$ cat src/rtl/abr_params_pkg.sv
// Shared SRAM geometry constants for the ABR memory subsystem.
package abr_params_pkg;

    localparam int unsigned ADDR_W = 16;
    localparam int unsigned DATA_W = 32;
    localparam int unsigned STRB_W = DATA_W / 8;

endpackage

$ cat src/rtl/abr_ctrl_pkg.sv
// Control-side types for the ABR memory arbiter: requester ids, command payload, read tag.
package abr_ctrl_pkg;

    typedef enum logic {
        REQ0 = 1'b0,
        REQ1 = 1'b1
    } abr_mem_arb_req_id_e;

    typedef struct packed {
        logic                              we;
        logic [abr_params_pkg::ADDR_W-1:0] addr;
        logic [abr_params_pkg::DATA_W-1:0] wdata;
        logic [abr_params_pkg::STRB_W-1:0] wstrobe;
    } abr_mem_cmd_t;

    typedef struct packed {
        logic                vld;
        abr_mem_arb_req_id_e id;
    } abr_mem_arb_tag_t;

endpackage

$ cat src/rtl/abr_sram_be_if.sv
// Byte-enable SRAM port: one write and one read channel, 1-cycle read latency.
interface abr_sram_be_if #(
    parameter int unsigned ADDR_W = abr_params_pkg::ADDR_W,
    parameter int unsigned DATA_W = abr_params_pkg::DATA_W
);

    logic                  we_i;
    logic [ADDR_W-1:0]     waddr_i;
    logic [DATA_W-1:0]     wdata_i;
    logic [DATA_W/8-1:0]   wstrobe_i;
    logic                  re_i;
    logic [ADDR_W-1:0]     raddr_i;
    logic [DATA_W-1:0]     rdata_o;

    modport req (
        output we_i, waddr_i, wdata_i, wstrobe_i, re_i, raddr_i,
        input  rdata_o
    );

    modport mem (
        input  we_i, waddr_i, wdata_i, wstrobe_i, re_i, raddr_i,
        output rdata_o
    );

endinterface

$ cat src/rtl/abr_rr_arb2.sv
// Two-way arbiter: round-robin by default, fixed priority (requester 0 wins)
// when ABR_MEM_ARB_FIXED_PRIO_EN is defined.
module abr_rr_arb2
    import abr_ctrl_pkg::*;
(
`ifndef ABR_MEM_ARB_FIXED_PRIO_EN
    input  logic       clk,
    input  logic       rst,
`endif
    input  logic       zeroize_i,
    input  logic [1:0] req_i,
    output logic [1:0] gnt_c_o
);

`ifdef ABR_MEM_ARB_FIXED_PRIO_EN

    always_comb begin
        gnt_c_o = 2'b00;
        if (!zeroize_i) begin
            gnt_c_o[0] = req_i[0];
            gnt_c_o[1] = req_i[1] & ~req_i[0];
        end
    end

`else

    abr_mem_arb_req_id_e rr_q, rr_d;

    // rr_q names the requester preferred on a tie
    always_comb begin
        gnt_c_o = 2'b00;
        if (!zeroize_i) begin
            gnt_c_o[0] = req_i[0] & (~req_i[1] | (rr_q == REQ0));
            gnt_c_o[1] = req_i[1] & (~req_i[0] | (rr_q == REQ1));
        end
    end

    always_comb begin
        rr_d = rr_q;
        if (zeroize_i) begin
            rr_d = REQ0;
        end else if (gnt_c_o[0]) begin
            rr_d = REQ1;
        end else if (gnt_c_o[1]) begin
            rr_d = REQ0;
        end
    end

    always_ff @(posedge clk or posedge rst) begin
        if (rst) begin
            rr_q <= REQ0;
        end else begin
            rr_q <= rr_d;
        end
    end

`endif

endmodule

$ cat src/rtl/abr_mem_arb.sv
// Two-requester arbiter onto a byte-enable SRAM port with in-order read responses.
// ABR_MEM_ARB_FIXED_PRIO_EN selects fixed priority instead of round-robin.
module abr_mem_arb
    import abr_ctrl_pkg::*;
#(
    parameter int unsigned ADDR_W = abr_params_pkg::ADDR_W,
    parameter int unsigned DATA_W = abr_params_pkg::DATA_W
) (
    input  logic                        clk,
    input  logic                        rst,
    input  logic                        zeroize,
    input  logic [1:0]                  req_valid,
    output logic [1:0]                  req_ready,
    input  logic [1:0]                  req_we,
    input  logic [1:0][ADDR_W-1:0]      req_addr,
    input  logic [1:0][DATA_W-1:0]      req_wdata,
    input  logic [1:0][DATA_W/8-1:0]    req_wstrobe,
    output logic [1:0]                  rsp_valid,
    output logic [DATA_W-1:0]           rsp_rdata,
    abr_sram_be_if.req                  sram
);

    localparam int unsigned STRB_W = DATA_W / 8;

    logic [1:0]          gnt_c;
    logic                sel_c;
    abr_mem_arb_req_id_e gnt_id_c;
    abr_mem_cmd_t        cmd_c;

    logic                we_q, we_d;
    logic                re_q, re_d;
    logic [ADDR_W-1:0]   waddr_q, waddr_d;
    logic [ADDR_W-1:0]   raddr_q, raddr_d;
    logic [DATA_W-1:0]   wdata_q, wdata_d;
    logic [STRB_W-1:0]   wstrobe_q, wstrobe_d;
    abr_mem_arb_tag_t    tag_q, tag_d;
    logic [1:0]          rsp_valid_q, rsp_valid_d;

    abr_rr_arb2 u_arb (
`ifndef ABR_MEM_ARB_FIXED_PRIO_EN
        .clk       (clk),
        .rst       (rst),
`endif
        .zeroize_i (zeroize),
        .req_i     (req_valid),
        .gnt_c_o   (gnt_c)
    );

    assign req_ready = gnt_c;
    assign sel_c     = gnt_c[1];
    assign gnt_id_c  = abr_mem_arb_req_id_e'(sel_c);

    // Granted requester's command
    always_comb begin
        cmd_c.we      = req_we[sel_c];
        cmd_c.addr    = req_addr[sel_c];
        cmd_c.wdata   = req_wdata[sel_c];
        cmd_c.wstrobe = req_wstrobe[sel_c];
    end

    // Stage 1 tag rides with the SRAM command, stage 2 is the one-hot response strobe
    always_comb begin
        we_d        = 1'b0;
        re_d        = 1'b0;
        waddr_d     = waddr_q;
        raddr_d     = raddr_q;
        wdata_d     = wdata_q;
        wstrobe_d   = wstrobe_q;
        tag_d       = '0;
        rsp_valid_d = {tag_q.vld & (tag_q.id == REQ1), tag_q.vld & (tag_q.id == REQ0)};
        if (zeroize) begin
            waddr_d     = '0;
            raddr_d     = '0;
            wdata_d     = '0;
            wstrobe_d   = '0;
            rsp_valid_d = 2'b00;
        end else if (|gnt_c) begin
            if (cmd_c.we) begin
                we_d      = 1'b1;
                waddr_d   = cmd_c.addr;
                wdata_d   = cmd_c.wdata;
                wstrobe_d = cmd_c.wstrobe;
            end else begin
                re_d      = 1'b1;
                raddr_d   = cmd_c.addr;
                wstrobe_d = '0;
                tag_d.vld = 1'b1;
                tag_d.id  = gnt_id_c;
            end
        end
    end

    always_ff @(posedge clk or posedge rst) begin
        if (rst) begin
            we_q        <= 1'b0;
            re_q        <= 1'b0;
            waddr_q     <= '0;
            raddr_q     <= '0;
            wdata_q     <= '0;
            wstrobe_q   <= '0;
            tag_q       <= '0;
            rsp_valid_q <= 2'b00;
        end else begin
            we_q        <= we_d;
            re_q        <= re_d;
            waddr_q     <= waddr_d;
            raddr_q     <= raddr_d;
            wdata_q     <= wdata_d;
            wstrobe_q   <= wstrobe_d;
            tag_q       <= tag_d;
            rsp_valid_q <= rsp_valid_d;
        end
    end

    assign sram.we_i      = we_q;
    assign sram.re_i      = re_q;
    assign sram.waddr_i   = waddr_q;
    assign sram.raddr_i   = raddr_q;
    assign sram.wdata_i   = wdata_q;
    assign sram.wstrobe_i = wstrobe_q;

    assign rsp_valid = rsp_valid_q;
    assign rsp_rdata = sram.rdata_o;

endmodule

$ cat src/flat_wrapper.sv
// flat-port wrapper written by rule: the top's interface ports become plain ports
module abr_mem_arb_flat import abr_ctrl_pkg::*;
#(
    parameter int unsigned ADDR_W = abr_params_pkg::ADDR_W,
    parameter int unsigned DATA_W = abr_params_pkg::DATA_W
)
  (clk, rst, zeroize, req_valid, req_ready, req_we, req_addr, req_wdata, req_wstrobe, rsp_valid, rsp_rdata, sram_we_i, sram_waddr_i, sram_wdata_i, sram_wstrobe_i, sram_re_i, sram_raddr_i, sram_rdata_o);
  abr_sram_be_if #(.ADDR_W(ADDR_W), .DATA_W(DATA_W)) sram_i ();
  input  logic clk;
  input  logic rst;
  input  logic zeroize;
  input  logic [1:0] req_valid;
  output logic [1:0] req_ready;
  input  logic [1:0] req_we;
  input  logic [1:0][ADDR_W-1:0] req_addr;
  input  logic [1:0][DATA_W-1:0] req_wdata;
  input  logic [1:0][DATA_W/8-1:0] req_wstrobe;
  output logic [1:0] rsp_valid;
  output logic [DATA_W-1:0] rsp_rdata;
  output wire logic [$bits(sram_i.we_i)-1:0] sram_we_i;
  output wire logic [$bits(sram_i.waddr_i)-1:0] sram_waddr_i;
  output wire logic [$bits(sram_i.wdata_i)-1:0] sram_wdata_i;
  output wire logic [$bits(sram_i.wstrobe_i)-1:0] sram_wstrobe_i;
  output wire logic [$bits(sram_i.re_i)-1:0] sram_re_i;
  output wire logic [$bits(sram_i.raddr_i)-1:0] sram_raddr_i;
  input wire logic [$bits(sram_i.rdata_o)-1:0] sram_rdata_o;
  assign sram_we_i = sram_i.we_i;
  assign sram_waddr_i = sram_i.waddr_i;
  assign sram_wdata_i = sram_i.wdata_i;
  assign sram_wstrobe_i = sram_i.wstrobe_i;
  assign sram_re_i = sram_i.re_i;
  assign sram_raddr_i = sram_i.raddr_i;
  assign sram_i.rdata_o = sram_rdata_o;
  abr_mem_arb #(.ADDR_W(ADDR_W), .DATA_W(DATA_W)) u_core (.clk(clk), .rst(rst), .zeroize(zeroize), .req_valid(req_valid), .req_ready(req_ready), .req_we(req_we), .req_addr(req_addr), .req_wdata(req_wdata), .req_wstrobe(req_wstrobe), .rsp_valid(rsp_valid), .rsp_rdata(rsp_rdata), .sram(sram_i));
endmodule
$ cat config.mk
export PLATFORM = sky130hd
export DESIGN_NAME = abr_mem_arb_flat
export DESIGN_NICKNAME = d
export VERILOG_FILES = /design/src/rtl/abr_params_pkg.sv /design/src/rtl/abr_ctrl_pkg.sv /design/src/rtl/abr_sram_be_if.sv /design/src/rtl/abr_rr_arb2.sv /design/src/rtl/abr_mem_arb.sv /design/src/flat_wrapper.sv
export SDC_FILE = /design/constraint.sdc
export NUM_CORES = 1
export LEC_CHECK = 0
export ABC_AREA = 1
export BUFFER_PORTS_ARGS = -buffer_cell sky130_fd_sc_hd__clkbuf_2
export CAP_MARGIN = 20
export CORE_MARGIN = 5
export CORE_UTILIZATION = 47
export DETAILED_ROUTE_END_ITERATION = 16
export PLACE_DENSITY = 0.92
export SLEW_MARGIN = 10
export SYNTH_ARGS = -nofsm -noshare
export SYNTH_HDL_FRONTEND = slang
export SYNTH_HIERARCHICAL = 1
export SYNTH_SLANG_ARGS = --single-unit
export TNS_END_PERCENT = 10
$ cat constraint.sdc
create_clock -name clk -period 4.6 [get_ports clk]
set_input_delay 0.92 -clock clk [delete_from_list [all_inputs] [get_ports clk]]
set_output_delay 0.92 -clock clk [all_outputs]
set_load 0.005 [all_outputs]
==> flow_summary_export.csv, run 1 <==
group,metric,value,unit
clocking,clock_latency,0.34,ns
floorplan,dieHeight,102,um
floorplan,fp.dieW,102,um
clocking,cts_root_buf,"clkbuf_8",
routing,routed_wl,11.7,mm
global_route,grt_pass1_wl,18.5,mm
synthesis,syn-num-nets,680,
cells_and_area,final_area,4870,um^2
pwr,sequentialPowerShare,0.455,
sta,max_freq,329,MHz
clocking,cts_made_buffers,9,
synthesis,synth-seq-cells,74,
routing,drc,0,
sta,fin_crit_sh,0.660,
cells_and_area,antenna_cells,0,
global_route,grt.overflow.total,0,
synthesis,synthesis.area,3960,um^2
sta,tns,0,ns
placement,numPortBuffers,184,
clocking,ctsHoldBuffers,0,
pwr,power.leakage,3.04,nW
sta,fin_worst_skew,0.0140,ns
clocking,cts_tree,"done",
cells_and_area,final_nets,814,
global_route,antenna_found_initial,0,
synthesis,synthCells,537,
pwr,power.switching,0.440,mW
routing,dr.pass1.iters,5,
pwr,pwr-share-clk,0.371,
routing,ant_nets,0,
job,drv_cap,0,
sta,rsz0062_at_grt,"false",
worst_setup_path,slowest_delay,0.65,ns
placement,post-dp-hpwl,8.50,mm
cells_and_area,utilization,0.593,
pwr,peakVddDrop,0.169,mV
placement,place_area,4620,um^2
sta,layout_setup_ws,1.56,ns
clocking,post_cts_buffers,0,
worst_setup_path,cp_max_fo,54,
worst_setup_path,cp-end-kind,"flip-flop",
run_status,status,"finished clean",
worst_setup_path,required,4.87,ns
placement,dp_worst_setup_slack,1.25,ns
worst_setup_path,crit_path_frequent_cell,"nand2_1",
pwr,powerDensity,322,nW/um^2
clocking,cts_resized,0,
worst_setup_path,critPathSlowestCell,"nand2_2",
floorplan,core,8220,um^2
pwr,pwr-share-comb,0.174,
sta,finalCriticalPeriod,3.04,ns
sta,hold_slack,0.398,ns
routing,wl_per_cell,14.9,um
hold_path,hold_path.class,"in -> async",
global_route,grt_use_total,0.224,
worst_setup_path,path_cells,"clkbuf_2, inv_1, nand2_1, nor2_4, inv_4, nand2_2, nand3_1, nand2_2, nand2_1, nand2_1",
cells_and_area,fill_cells,770,
cells_and_area,drive_gt1_frac,0.321,
synthesis,yosys_warnings,6,
clocking,clk_pin_slew,0.08,ns
global_route,grt_pass1_vias,4014,
floorplan,io_pins,249,
global_route,grt_max_degree,70,
clocking,cts_max_path_buffers,2,
routing,routed_via_density,5.14,
routing,drt-initial-drc-count,185,
worst_setup_path,worstPathArrival,3.31,ns
floorplan,num_rows,33,
worst_setup_path,crit_path_start_kind,"primary input",
clocking,cts.htree.levels,3,
worst_setup_path,crit_type,"in -> reg",
sta,setup_viol,0,
placement,place_congestion,0.864,
cells_and_area,area_growth,23.0,%
routing,num_vias,4018,
pwr,p_int,1.13,mW
synthesis,synthDistinctLibCells,19,
synthesis,yosysSeqAreaShare,0.467,
pwr,p_sw_frac,0.280,
floorplan,die-area,10400,um^2
synthesis,avgSynthCellArea,7.38,um^2
sta,drv_slew,0,
floorplan,start_util,0.482,
sta,worst_pin_slew,0.898,ns
sta,hold_viol,0,
clocking,cts.sinks,74,
sta,relSlewSlack,0.399,
-- area by class of cell --
| class | count | area [um^2] | share of cell area |
|---|---|---|---|
| flip-flops and latches | 74 | 1850 | 0.380 |
| multi-input cells | 388 | 1650 | 0.339 |
| repair buffers | 188 | 963 | 0.198 |
| clock buffers | 11 | 151 | 0.0311 |
| well taps | 105 | 131 | 0.0270 |
| clock inverters | 5 | 85.1 | 0.0175 |
| inverters | 10 | 40.0 | 0.00822 |
-- synth_stat cells --
cell / number / area share
clkbuf_1: 7 / 0.0066
inv_4: 1 / 0.0016
inv_2: 2 / 0.0019
nand2_2: 3 / 0.0047
nand4_1: 36 / 0.057
dfrtp_1: 74 / 0.47
buf_6: 4 / 0.011
nor3_1: 1 / 0.0013
o21ai_0: 16 / 0.020
nor2_4: 2 / 0.0057
buf_4: 35 / 0.066
inv_1: 7 / 0.0066
nand2_1: 269 / 0.25
buf_2: 17 / 0.021
nor2_8: 1 / 0.0051
nor2_1: 41 / 0.039
nand3_1: 17 / 0.021
nand2_4: 2 / 0.0057
buf_1: 2 / 0.0019
-- stage by stage --
| stage | total power, mW | instances |
|---|---|---|
| after floorplan | 0.900 | 537 |
| after global placement | 0.986 | 764 |
| after detailed placement | 0.997 | 764 |
| after CTS | 1.58 | 780 |
| after global routing | 1.64 | 781 |
| final | 1.57 | 781 |
-- power by group through the flow --
| stage | combinational [mW] | clock (mW) | sequential (mW) |
|---|---|---|---|
| floorplan | 0.173 | 0 | 0.727 |
| global placement | 0.261 | 0 | 0.725 |
| detailed placement | 0.271 | 0 | 0.727 |
| CTS | 0.272 | 0.594 | 0.715 |
| global route | 0.305 | 0.619 | 0.720 |
| finish | 0.273 | 0.584 | 0.715 |
-- final timing paths --
| path | depth (start not counted) | slack (ns) | endpoint | start |
|---|---|---|---|---|
| hold / removal | 2 | 0.40 | u_core/u_arb/rr_q$_DFFE_PP0P_ | rst |
| setup / recovery | 10 | 1.56 | u_core/sram.wdata_i[23]$_DFFE_PP0P_ | zeroize |
| max in group asynchronous | 4 | 3.15 | u_core/sram.wdata_i[1]$_DFFE_PP0P_ | rst |
| setup reg to reg | 8 | 2.01 | u_core/sram.wdata_i[23]$_DFFE_PP0P_ | u_core/u_arb/rr_q$_DFFE_PP0P_ |
| hold reg to reg | 1 | 0.43 | u_core/rsp_valid[0]$_DFF_PP0_ | u_core/tag_q[0]$_DFF_PP0_ |
| min in group clk | 1 | 0.43 | u_core/rsp_valid[0]$_DFF_PP0_ | u_core/tag_q[0]$_DFF_PP0_ |
-- sequential cells by signal, summed over array words and instances, names as in the netlist --
name and flops:
u_core/u_arb/rr_q 1, u_core/sram.re_i 1, u_core/rsp_valid 2, u_core/sram.wdata_i 32
u_core/sram.wstrobe_i 4, u_core/sram.waddr_i 16, u_core/sram.we_i 1, u_core/sram.raddr_i 16
u_core/tag_q 1
-- critical path, delay by kind of cell --
| kind | cells | cell delay [ns] |
|---|---|---|
| AND/OR/NAND/NOR | 7 | 1.76 |
| buffers and inverters | 3 | 0.58 |
-- cell families after synthesis --
kind of cell    Yosys count  share of synthesized area
simple gates            372                      0.395
compound gates           16                     0.0202
buf+inv                  75                      0.118
flops                    74                      0.467
-- routing by layer --
metal  vias up  global-route usage  routed length (um)  share of wire
met5         -                   0                   0              0
met3        43              0.0455                1130          0.097
met1      1828               0.274                4400           0.38
met4         0               0.125                 422          0.036
met2       221               0.370                5710           0.49
li1       1926                   -                   -              -
-- layout by cell type (no fill, tap or decap), drive strengths merged --
cell type	netlist	layout
buf	58	4
bufinv	0	2
clkbuf	7	195
clkinv	0	1
clkinvlp	0	1
dfrtp	74	74
inv	10	11
nand2	274	274
nand3	17	17
nand4	36	36
nor2	44	44
nor3	1	1
o21ai	16	16
Note: power is estimated with default switching activity, not from simulation.
==> inputs of run 2 (changes only) <==
Settings changed: ABC_AREA 1 to 0, CORE_UTILIZATION 47 to 46, PLACE_DENSITY 0.92 to 0.87.
Clock period 4.6 ns to 3 ns, I/O delays scaled along.
==> flow_summary_export.csv, run 2 <==
group,metric,value,unit
run_status,status,"finished clean",
clocking,cts.htree.levels,3,
routing,wl_met3,935,um
routing,drc,0,
synthesis,synth_most_common_cell,"a211oi_1",
clocking,post_cts_buffers,0,
synthesis,postSynth.asyncResetShare,1.00,
worst_setup_path,cp-end-kind,"output pin",
worst_setup_path,crit_path_start_kind,"flip-flop",
synthesis,yosysSeqAreaShare,0.402,
global_route,grt.overflow.total,0,
worst_setup_path,required,2.40,ns
routing,drt-initial-drc-count,225,
routing,routed_via_density,5.77,
synthesis,yosysTopAreaCellShare,0.402,
cells_and_area,final_cell_mix,"clkbuf_2, a211oi_1, dfrtp_1",
sta,worst_pin_slew,0.656,ns
cells_and_area,largest_register_ff_count,32,
synthesis,avgSynthCellArea,10.4,um^2
synthesis,yosys_most_used_dff,"dfrtp_1",
global_route,grt_use_total,0.213,
clocking,cts_made_buffers,9,
floorplan,core,9770,um^2
routing,drt-met1-wl,5.38,mm
hold_path,hold_path.class,"in -> async",
routing,dr.pass1.iters,5,
sta,fin_crit_sh,0.706,
routing,num_vias,4096,
cells_and_area,utilization,0.567,
clocking,cts_max_path_buffers,2,
floorplan,num_rows,36,
sta,hold_viol,0,
routing,ant_nets,0,
sta,setup_viol,0,
routing,wl_per_cell,18.3,um
floorplan,io_pins,249,
clocking,cts_tree,"done",
clocking,clock_latency,0.33,ns
clocking,cts_resized,0,
floorplan,fp.dieW,110,um
sta,max_freq,472,MHz
pwr,power.leakage,2.96,nW
synthesis,syn-num-nets,587,
cells_and_area,final_nets,716,
sta,relSlewSlack,0.562,
synthesis,synth_area_leaders,"dfrtp_1, a211oi_1, mux2i_1",
sta,drv_slew,0,
clocking,cts.sinks,74,
global_route,grt_pass1_wl,20.6,mm
clocking,clk_pin_slew,0.07,ns
cells_and_area,drive_gt1_frac,0.402,
routing,highest_layer,"met4",
clocking,ctsHoldBuffers,0,
sta,tns,0,ns
synthesis,yosys_warnings,6,
sta,rsz0062_at_grt,"false",
synthesis,synthDistinctLibCells,27,
cells_and_area,area_growth,20.3,%
synthesis,synth_edf_count,0,
cells_and_area,final_cells,710,
placement,numPortBuffers,184,
synthesis,synth_common_cells,"a211oi_1, dfrtp_1, mux2i_1, and3_1, buf_4",
placement,placedCellCount,695,
routing,routed_wl,13.0,mm
pwr,powerDensity,420,nW/um^2
cells_and_area,fill_cells,914,
worst_setup_path,crit_type,"reg -> out",
placement,place_congestion,0.796,
global_route,grt_max_degree,51,
global_route,grt_pass1_vias,4282,
worst_setup_path,cp_max_fo,26,
cells_and_area,final_common_cell,"clkbuf_2",
global_route,antenna_found_initial,0,
floorplan,die-area,12100,um^2
worst_setup_path,worstPathArrival,1.52,ns
floorplan,start_util,0.471,
synthesis,synthCells,444,
sta,fin_worst_skew,0.00652,ns
synthesis,yosysTopAreaCell,"dfrtp_1",
pwr,peakVddDrop,0.258,mV
job,drv_cap,0,
sta,finalCriticalPeriod,2.12,ns
floorplan,dieHeight,110,um
synthesis,synth-seq-cells,74,
clocking,cts_root_buf,"clkbuf_8",
routing,dr_wl_met2,6.38,mm
cells_and_area,antenna_cells,0,
placement,post-dp-hpwl,9.37,mm
synthesis,synthesis.area,4600,um^2
==> run 2: metal layers <==
layer | track usage | vias up
met1 | 0.278 | 1976
li1 | - | 1897
met2 | 0.354 | 197
met4 | 0.0784 | 0
met5 | 0 | -
met3 | 0.0373 | 26
==> run 2: worst paths after layout <==
kind	start	to	slack, ns	depth (start not counted)
max	u_core/u_arb/rr_q$_DFFE_PP0P_	req_ready[1]	0.88	3
max in group asynchronous	rst	u_core/sram.raddr_i[6]$_DFFE_PP0P_	1.95	3
min reg2reg	u_core/tag_q[0]$_DFF_PP0_	u_core/rsp_valid[0]$_DFF_PP0_	0.43	1
max reg2reg	u_core/u_arb/rr_q$_DFFE_PP0P_	u_core/sram.wstrobe_i[0]$_DFFE_PP0P_	1.15	6
min in group clk	u_core/tag_q[0]$_DFF_PP0_	u_core/rsp_valid[0]$_DFF_PP0_	0.43	1
min	rst	u_core/u_arb/rr_q$_DFFE_PP0P_	0.11	2
==> run 2: cells by family (layout without fill, tap and decap cells) <==
family | Yosys count | count (layout) | synth area share
buffers and inverters | 86 | 219 | 0.109
AOI/OAI and AO/OA | 136 | 136 | 0.211
muxes | 82 | 82 | 0.190
DFF | 74 | 74 | 0.402
and+or+nand+nor | 66 | 66 | 0.0884
==> run 2: worst max-delay path, cell delays in order (launching register included) <==
cell	delay, ns
dfrtp_1	0.41
nand2b_1	0.16
and3b_4	0.43
clkbuf_2	0.19
==> run 2: through the flow <==
stage / hold slack [ns] / worst slack (ns) / area (um^2) / power (mW)
after floorplan: 0.329 / 0.547 / 4600 / 1.47
after global placement: 0.416 / 0.966 / 5370 / 1.64
after detailed placement: 0.419 / 0.847 / 5370 / 1.66
after CTS: 0.0871 / 0.884 / 5540 / 2.35
after global routing: 0.0803 / 0.805 / 5540 / 2.45
final: 0.108 / 0.883 / 5540 / 2.32
==> run 2: power breakdown <==
part           internal (mW)  total (mW)  switching (mW)
combinational          0.252       0.514           0.262
clock                  0.319       0.687           0.368
sequential              1.06        1.12          0.0583
==> run 2: layout make-up <==
type,instances,area [um^2],share of cell area
clock buffers,11,141,0.0255
clock inverters,4,28.8,0.00520
inverters,5,20.0,0.00362
multi-input cells,284,2270,0.410
flip-flops and latches,74,1850,0.334
well taps,133,166,0.0300
repair buffers,199,1060,0.192
